`config.mk`:
```
export PLATFORM = sky130hd
export DESIGN_NAME = div_iter
export DESIGN_NICKNAME = d
export VERILOG_FILES = /design/src/rtl/div_iter.sv
export SDC_FILE = /design/constraint.sdc
export NUM_CORES = 1
export LEC_CHECK = 0
export ABC_AREA = 0
export ABC_CLOCK_PERIOD_IN_PS = 2910
export CAP_MARGIN = 20
export CORE_MARGIN = 2
export CORE_UTILIZATION = 54
export DETAILED_ROUTE_END_ITERATION = 12
export GPL_ROUTABILITY_DRIVEN = 0
export GPL_TIMING_DRIVEN = 0
export MAX_ROUTING_LAYER = met4
export PLACE_DENSITY = 0.85
export SLEW_MARGIN = 40
export SYNTH_ARGS = -nofsm -noshare
export SYNTH_HDL_FRONTEND = slang
export SYNTH_SLANG_ARGS = --single-unit
```
`constraint.sdc`:
```
create_clock -name clk -period 2.91 [get_ports clk]
set_input_delay 0.4365 -clock clk [delete_from_list [all_inputs] [get_ports clk]]
set_output_delay 0.4365 -clock clk [all_outputs]
set_load 0.005 [all_outputs]
```
`src/rtl/div_iter.sv`:
```
// -----------------------------------------------------------------------------
// div_iter
// Iterative radix-2 integer divider for the MDU. It implements the RISC-V
// DIV, DIVU, REM and REMU operations. The divider works on the magnitudes of
// the operands and runs one shift-subtract step per cycle. Sign correction is
// applied in a single fix-up cycle at the end. Divide-by-zero and signed
// overflow are resolved in the accept cycle, so they skip the iteration.
//
// Ports
//   clk            clock, all state updates on the rising edge
//   reset          asynchronous, active-low reset
//   FlushE         synchronous abort of any in-flight operation
//   DivStartE      request a new divide; sampled only in IDLE
//   Funct3E        bit1 = remainder, bit0 = unsigned (bit2 is ignored)
//   ForwardedSrcAE dividend
//   ForwardedSrcBE divisor
//   DivBusyE       operation in progress (ITER/FIX)
//   DivDoneM       one-cycle pulse, DivResultM is valid
//   DivResultM     quotient or remainder, held until the next DivDoneM
//
// state | meaning
// ------+-------------------------------------------------------------
// IDLE  | waiting for DivStartE; operands are captured on accept
// ITER  | one shift-subtract step per cycle, XLEN cycles in total
// FIX   | apply sign correction and select quotient or remainder
// DONE  | DivDoneM pulse; DivResultM valid
// -----------------------------------------------------------------------------
module div_iter #(
    parameter int XLEN = 32
) (
    input  logic            clk,
    input  logic            reset,
    input  logic            FlushE,
    input  logic            DivStartE,
    input  logic [2:0]      Funct3E,
    input  logic [XLEN-1:0] ForwardedSrcAE,
    input  logic [XLEN-1:0] ForwardedSrcBE,
    output logic            DivBusyE,
    output logic            DivDoneM,
    output logic [XLEN-1:0] DivResultM
);

    localparam int CW = $clog2(XLEN);
    localparam logic [CW-1:0] CNT_LAST = CW'(XLEN - 1);

    typedef enum logic [1:0] {
        IDLE = 2'd0,
        ITER = 2'd1,
        FIX  = 2'd2,
        DONE = 2'd3
    } state_t;

    state_t          state_q, state_d;
    logic [CW-1:0]   cnt_q, cnt_d;
    logic [XLEN-1:0] rem_q, rem_d;
    logic [XLEN-1:0] quo_q, quo_d;
    logic [XLEN-1:0] divb_q, divb_d;
    logic [XLEN-1:0] result_q, result_d;
    logic            rem_sel_q, rem_sel_d;
    logic            neg_quo_q, neg_quo_d;
    logic            neg_rem_q, neg_rem_d;

    // Operand decode in the accept cycle
    logic            is_signed;
    logic            a_neg, b_neg;
    logic [XLEN-1:0] a_abs, b_abs;
    logic            div_zero, sgn_ovf;

    // Iteration datapath
    logic [XLEN:0]   rem_sh;
    logic [XLEN:0]   trial;
    logic [XLEN-1:0] quo_fix, rem_fix;

    // Funct3E[2] is don't-care: all encodings decode on bit1/bit0 only.
    logic unused_f3;
    assign unused_f3 = Funct3E[2];

    assign is_signed = ~Funct3E[0];
    assign a_neg     = is_signed & ForwardedSrcAE[XLEN-1];
    assign b_neg     = is_signed & ForwardedSrcBE[XLEN-1];
    assign a_abs     = a_neg ? (~ForwardedSrcAE + 1'b1) : ForwardedSrcAE;
    assign b_abs     = b_neg ? (~ForwardedSrcBE + 1'b1) : ForwardedSrcBE;
    assign div_zero  = (ForwardedSrcBE == '0);
    assign sgn_ovf   = is_signed
                     & (ForwardedSrcAE == {1'b1, {(XLEN-1){1'b0}}})
                     & (ForwardedSrcBE == {XLEN{1'b1}});

    // Partial remainder picks up the next dividend bit from the quotient
    // register's MSB; the extra top bit makes the trial sign visible.
    assign rem_sh  = {rem_q, quo_q[XLEN-1]};
    assign trial   = rem_sh - {1'b0, divb_q};

    assign quo_fix = neg_quo_q ? (~quo_q + 1'b1) : quo_q;
    assign rem_fix = neg_rem_q ? (~rem_q + 1'b1) : rem_q;

    always_ff @(posedge clk or negedge reset) begin
        if (!reset) begin
            state_q   <= IDLE;
            cnt_q     <= '0;
            rem_q     <= '0;
            quo_q     <= '0;
            divb_q    <= '0;
            result_q  <= '0;
            rem_sel_q <= 1'b0;
            neg_quo_q <= 1'b0;
            neg_rem_q <= 1'b0;
        end else begin
            state_q   <= state_d;
            cnt_q     <= cnt_d;
            rem_q     <= rem_d;
            quo_q     <= quo_d;
            divb_q    <= divb_d;
            result_q  <= result_d;
            rem_sel_q <= rem_sel_d;
            neg_quo_q <= neg_quo_d;
            neg_rem_q <= neg_rem_d;
        end
    end

    always_comb begin
        state_d   = state_q;
        cnt_d     = cnt_q;
        rem_d     = rem_q;
        quo_d     = quo_q;
        divb_d    = divb_q;
        result_d  = result_q;
        rem_sel_d = rem_sel_q;
        neg_quo_d = neg_quo_q;
        neg_rem_d = neg_rem_q;

        case (state_q)
            IDLE: begin
                if (DivStartE && !FlushE) begin
                    rem_sel_d = Funct3E[1];
                    neg_quo_d = a_neg ^ b_neg;
                    neg_rem_d = a_neg;
                    if (div_zero) begin
                        result_d = Funct3E[1] ? ForwardedSrcAE : {XLEN{1'b1}};
                        state_d  = DONE;
                    end else if (sgn_ovf) begin
                        result_d = Funct3E[1] ? '0 : ForwardedSrcAE;
                        state_d  = DONE;
                    end else begin
                        rem_d   = '0;
                        quo_d   = a_abs;
                        divb_d  = b_abs;
                        cnt_d   = CNT_LAST;
                        state_d = ITER;
                    end
                end
            end
            ITER: begin
                if (!trial[XLEN]) begin
                    rem_d = trial[XLEN-1:0];
                    quo_d = {quo_q[XLEN-2:0], 1'b1};
                end else begin
                    rem_d = rem_sh[XLEN-1:0];
                    quo_d = {quo_q[XLEN-2:0], 1'b0};
                end
                if (cnt_q == '0) begin
                    state_d = FIX;
                end else begin
                    cnt_d = cnt_q - 1'b1;
                end
            end
            FIX: begin
                result_d = rem_sel_q ? rem_fix : quo_fix;
                state_d  = DONE;
            end
            DONE: begin
                state_d = IDLE;
            end
            default: begin
                state_d = IDLE;
            end
        endcase

        // Abort wins over everything, including a same-cycle start; the
        // visible result stays at its last completed value.
        if (FlushE) begin
            state_d  = IDLE;
            result_d = result_q;
        end
    end

    assign DivBusyE   = (state_q == ITER) || (state_q == FIX);
    assign DivDoneM   = (state_q == DONE);
    assign DivResultM = result_q;

endmodule

```
# After elaboration in Yosys (flattened, before gate mapping)
# Index checks and enable logic that the tools add are counted.
[word_totals]
reg_bits = 138
inputBits = 71
out_inout_bits = 34
elab_cells = 86
[classes]
n_addsub = 6
n_eq_ne = 12
mux = 32
bitwise_logic = 13
n_reduce_logical = 14
[op_table]
columns = ["operator", "n"]
rows = [
  ["$mux 32", 17],
  ["$pmux 32 s2", 3],
  ["$add 32x1->32 const B", 4],
  ["$not 32->32", 4],
  ["$eq 32x32->1 const B", 2],
  ["$sub 33x32->33", 1],
  ["$logic_not 32->1", 1],
  ["$mux 5", 4],
  ["$reduce_and 4->1", 3],
  ["$mux 2", 5],
  ["$pmux 5 s2", 1],
  ["$ne 3x3->1 const B", 3],
  ["$ne 2x2->1 const B", 4],
  ["$pmux 2 s4", 1],
  ["$logic_not 5->1", 1],
  ["$reduce_and 5->1", 1],
  ["$sub 5x1->5 const B", 1],
  ["$and 1x1->1", 4],
  ["$eq 2x2->1 const B", 2],
  ["$not 1->1", 4],
  ["$reduce_and 2->1", 2],
  ["$reduce_bool 2->1", 2],
  ["$eq 2x1->1 const B", 1],
  ["$logic_not 2->1", 1],
  ["other kinds (5)", 5],
]

# Logic depth before layout (Yosys ltp)
[logic_depth]
ltp_word = 8
mapped_depth = 12
depth_no_buf = 11

# Worst setup path after synthesis
# Ideal clock, no wire load.
[synth_timing]
path_kind = "register to register"
startpoint = "reg quo_q[31]"
endpoint = "reg rem_q[10]"
setup_ns = 0.133
arrival_ns = 2.959
required_ns = 2.777
slack_ns = -0.182
path_stages_with_launch = 13
path_buffers = 1
synth_period_minus_slack_ns = 3.092
path_cell_list = "dfrtp_1 -> inv_1 -> ha_1 -> fa_1 -> nand2b_1 -> a21oi_1 -> o21a_1 -> o31a_1 -> o21ai_1 -> xnor2_2 -> buf_2 -> mux2i_1 -> o21ai_0"
[synth_via]
elab_chain_len = 3
[synth_rtl]
columns = ["item", "line", "text"]
rows = [
  ["start, declared", "56", "logic [XLEN-1:0] quo_q, quo_d;"],
  ["start signal, assigned", "111", "quo_q <= quo_d;"],
  ["$sub 33x32->33", "91", "assign trial = rem_sh - {1'b0, divb_q};"],
  ["$mux 32", "153", "if (!trial[XLEN]) begin"],
  ["$pmux 32 s2", "131", "case (state_q)"],
  ["end signal, assigned", "110", "rem_q <= rem_d;"],
  ["end, declared", "55", "logic [XLEN-1:0] rem_q, rem_d;"],
]
# Every way passes these cells.
# A chain may end at the register's enable or synchronous reset.

# Final worst setup path
[layout_timing]
startpoint = "in ForwardedSrcBE[17]"
endpoint = "reg result_q[24], in the netlist DivResultM[24]"
[layout_via]
elab_chain_len = 4
elab_cells_between_ends = 8
cone_classes = "eq/ne (2); mux (3); bitwise (1); reduce/logical (2)"
[layout_rtl]
columns = ["item", "line", "text"]
rows = [
  ["start, declared", "37", "input logic [XLEN-1:0] ForwardedSrcBE,"],
  ["$eq 32x32->1 or $logic_not 32->1 (tied branches)", "86, 83", ""],
  ["$and 1x1->1 or $mux 32 (tied branches)", "86, 137", ""],
  ["$ne 3x3->1 (no source line) or $mux 32 (tied branches)", "--", ""],
  ["$reduce_and 4->1 (no source line) or $pmux 32 s2 (tied branches)", "--", ""],
  ["end signal, assigned", "113", "result_q <= result_d;"],
  ["end, declared", "58", "logic [XLEN-1:0] result_q, result_d;"],
]
# Parallel ways exist; a longest one is shown, timed or not. The select of a mux whose other input is x is not followed.

==> qor.txt <==
outcome -> complete, but fails checks
failing checks -> setup timing
Synthesized Nets -> 1576
top cells by area, synth -> dfrtp_1 31%, o21ai_0 7.5%, a21oi_1 6.3%
H-Tree Depth -> 4
worst-margin pin slew -> 777 ps
slowest CP cell -> nor4_4
syn_area_per_cell -> 7.72 sq um
Peak VDD IR -> 0.535 mV
CP startpoint kind -> primary input
period utilization -> 107%
Max Slew Vio Count -> 0
Worst EP arrival -> 3420 ps
Clk Latency, worst-skew pair -> 450 ps
Yosys warning count -> 0
critical path endpoint category -> flop
drc violations -> 0
Slew headroom -> 48.2%
Seq/Total Area, Yosys -> 30.6%
end-of-flow core utilization -> 72.4%
Max-Cap Viols -> 0
Starting Density -> 55.4%
via count -> 12720
Die Area -> 0.0221 sq mm
Setup Viol. Count Final -> 33
Setup CP Type -> primary input to flop
Post-Place Worst Slack -> -1230 ps
Max Fanout on Critical Path -> 10
Netlist Area Pre-Place -> 0.0113 sq mm
count leader, synth -> nand2_1
Post-Layout Cell Count -> 1915
Yosys cell types -> 71
routed vias/inst -> 6.64
row count -> 52
drt pass-1 iters -> 9
CP max stage delay -> 560 ps
Clock Path Buffers -> 2
worst setup margin -> -190 ps
Die Height -> 149 um
area leader, netlist -> dfrtp_1
fin nets -> 1746
initial antenna violation count -> 1
WL/cell -> 21.4 um
CP required -> 3230 ps
GR Overflow Total -> 0
crit path time final -> 3100 ps
fraction of layout cells with a size suffix above 1 -> 16.0%
ys async rst share -> 100%
Root Driver -> clkbuf_16
top-area cell type share of the netlist area -> 30.6%
Port-buffer cells -> 103
Placed Cells -> 1835
most frequent cells after synthesis -> 183 x nand2_1, 168 x o21ai_0, 143 x a21oi_1
Total GRT Usage -> 35.9%
final hold vios -> 0
unrepaired setup endpoints after global routing -> true
PwrDens -> 1110 mW/mm^2
IO Count -> 105
vias in the first global route -> 11648
HP Class -> primary input to flop
flops & latches, synth -> 138
LEAKAGE -> 6.21 nW
crit-path cells -> clkdlybuf4s50_1 -> nand4_1 -> nor4_4 -> nand3_4 -> o21ai_4 -> nand3_2 -> a21oi_4 -> buf_12 -> buf_8 -> o21ai_0 -> o22a_1
DRT iter0 DRCs -> 1974
DRT antenna net count -> 0
first-pass GRT wire length -> 60600 um
largest net degree at the start of global routing -> 79
die width -> 149 um
Mapped Cells -> 1461
Area Overhead vs Synth -> 30.8%
FMAX -> 323 MHz
final worst clock skew -> 9.42 ps
CTS buffer count -> 17
Final HPWL DP -> 26800 um
Total Routed Length -> 41000 um
clk slew on worst S/H paths -> 60 ps
dominant synthesized flop cell -> dfrtp_1
Clock Sinks -> 138
CTS tree -> done
Post-synth EDFFs -> 0
core area -> 0.0204 sq mm
==> timing repair <==
| action | 4_1_cts | 5_1_grt |
|---|---|---|
| setup endpoints to repair | 134 | 130 |
| cloned | 1 | 2 |
| pin swaps | 24 | 37 |
| hold buffers | 1 | 0 |
| hold endpoints to repair | 60 | 0 |
| resized for setup | 116 | 153 |
| buffers inserted | 29 | 27 |
==> layout make-up <==
class                   count  area [sq um]
fillers                  1410          5610
clock inverters            12           173
diodes                      1          2.50
repair buffers            163          1630
plain buffers              71           403
clock buffers              20           447
flip-flops and latches    138          3470
multi-input cells        1177          8050
inverters                  63           236
well taps                 270           338
==> logic make-up (layout without fill, tap and decap cells) <==
family,after synthesis,in the layout,synth area share [%]
AO/OA/AOI/OAI,464,464,24.6
adder cells (fa/ha/maj),44,44,4.95
other,0,1,0
buffers and inverters,146,329,5.07
AND/OR/NAND/NOR,494,494,20.7
flip-flops,138,138,30.6
multiplexers,31,31,2.81
XOR/XNOR,144,144,11.3
==> per-stage QoR <==
step	hold slack (ps)	power [W]	setup TNS [ps]	instance area, sq um
finish	419	0.0164	-1150	14800
global route	453	0.0172	-3280	14800
CTS	485	0.0146	-3.59	14000
detailed placement	395	0.0116	-146000	12700
global placement	464	0.0114	-680660	12700
floorplan	141	0.00912	0	11300
==> cells in the final DEF, fill, tap and decap left out, drive strengths merged, types with 27 or more instances in the layout <==
cell and instances:
nor2 132, o21ai 170, nand4 28, nor3 27
clkbuf 74, clkdlybuf4s50 74, inv 63, dfrtp 138
buf 81, ha 43, xnor2 80, xor2 64
nand2 183, a21oi 144
==> layer usage <==
metal / wire (um) / GRT usage [%]
met5: 0 / -
met4: 3130 / 20.0
met3: 4780 / 10.8
met2: 18400 / 56.3
met1: 14700 / 41.2
==> power by group <==
group / leakage (nW) / internal, W / switching, W
clock network: 0.300 / 0.00145 / 0.000883
registers: 1.68 / 0.00273 / 0.000929
logic: 4.23 / 0.00437 / 0.00601
total: 6.21 / 0.00855 / 0.00782
==> sequential cells by signal, indices dropped and copies added, names as in the netlist <==
signal / cells
quo_q: 32
divb_q: 32
cnt_q: 5
state_q: 2
rem_sel_q: 1
DivResultM: 32
neg_rem_q: 1
neg_quo_q: 1
rem_q: 32
==> critical path: cells and delay by family <==
| kind | cells | cell delay (ps) |
|---|---|---|
| buffers and inverters | 3 | 810 |
| AOI/OAI and AO/OA | 4 | 950 |
| and+or+nand+nor | 4 | 1200 |
==> path summary, 6_finish.rpt <==
path	to	cells after the start	slack [ps]	startpoint
max in group asynchronous	rem_q[28]	3	1640	reset
min	divb_q[16]	3	420	ForwardedSrcBE[16]
min in group asynchronous	DivResultM[6]	2	510	reset
max	DivResultM[24]	11	-190	ForwardedSrcBE[17]
min reg2reg	divb_q[29]	2	480	divb_q[29]
max reg2reg	rem_q[1]	13	-110	quo_q[31]
No activity file was read; power rests on OpenSTA's default activity.
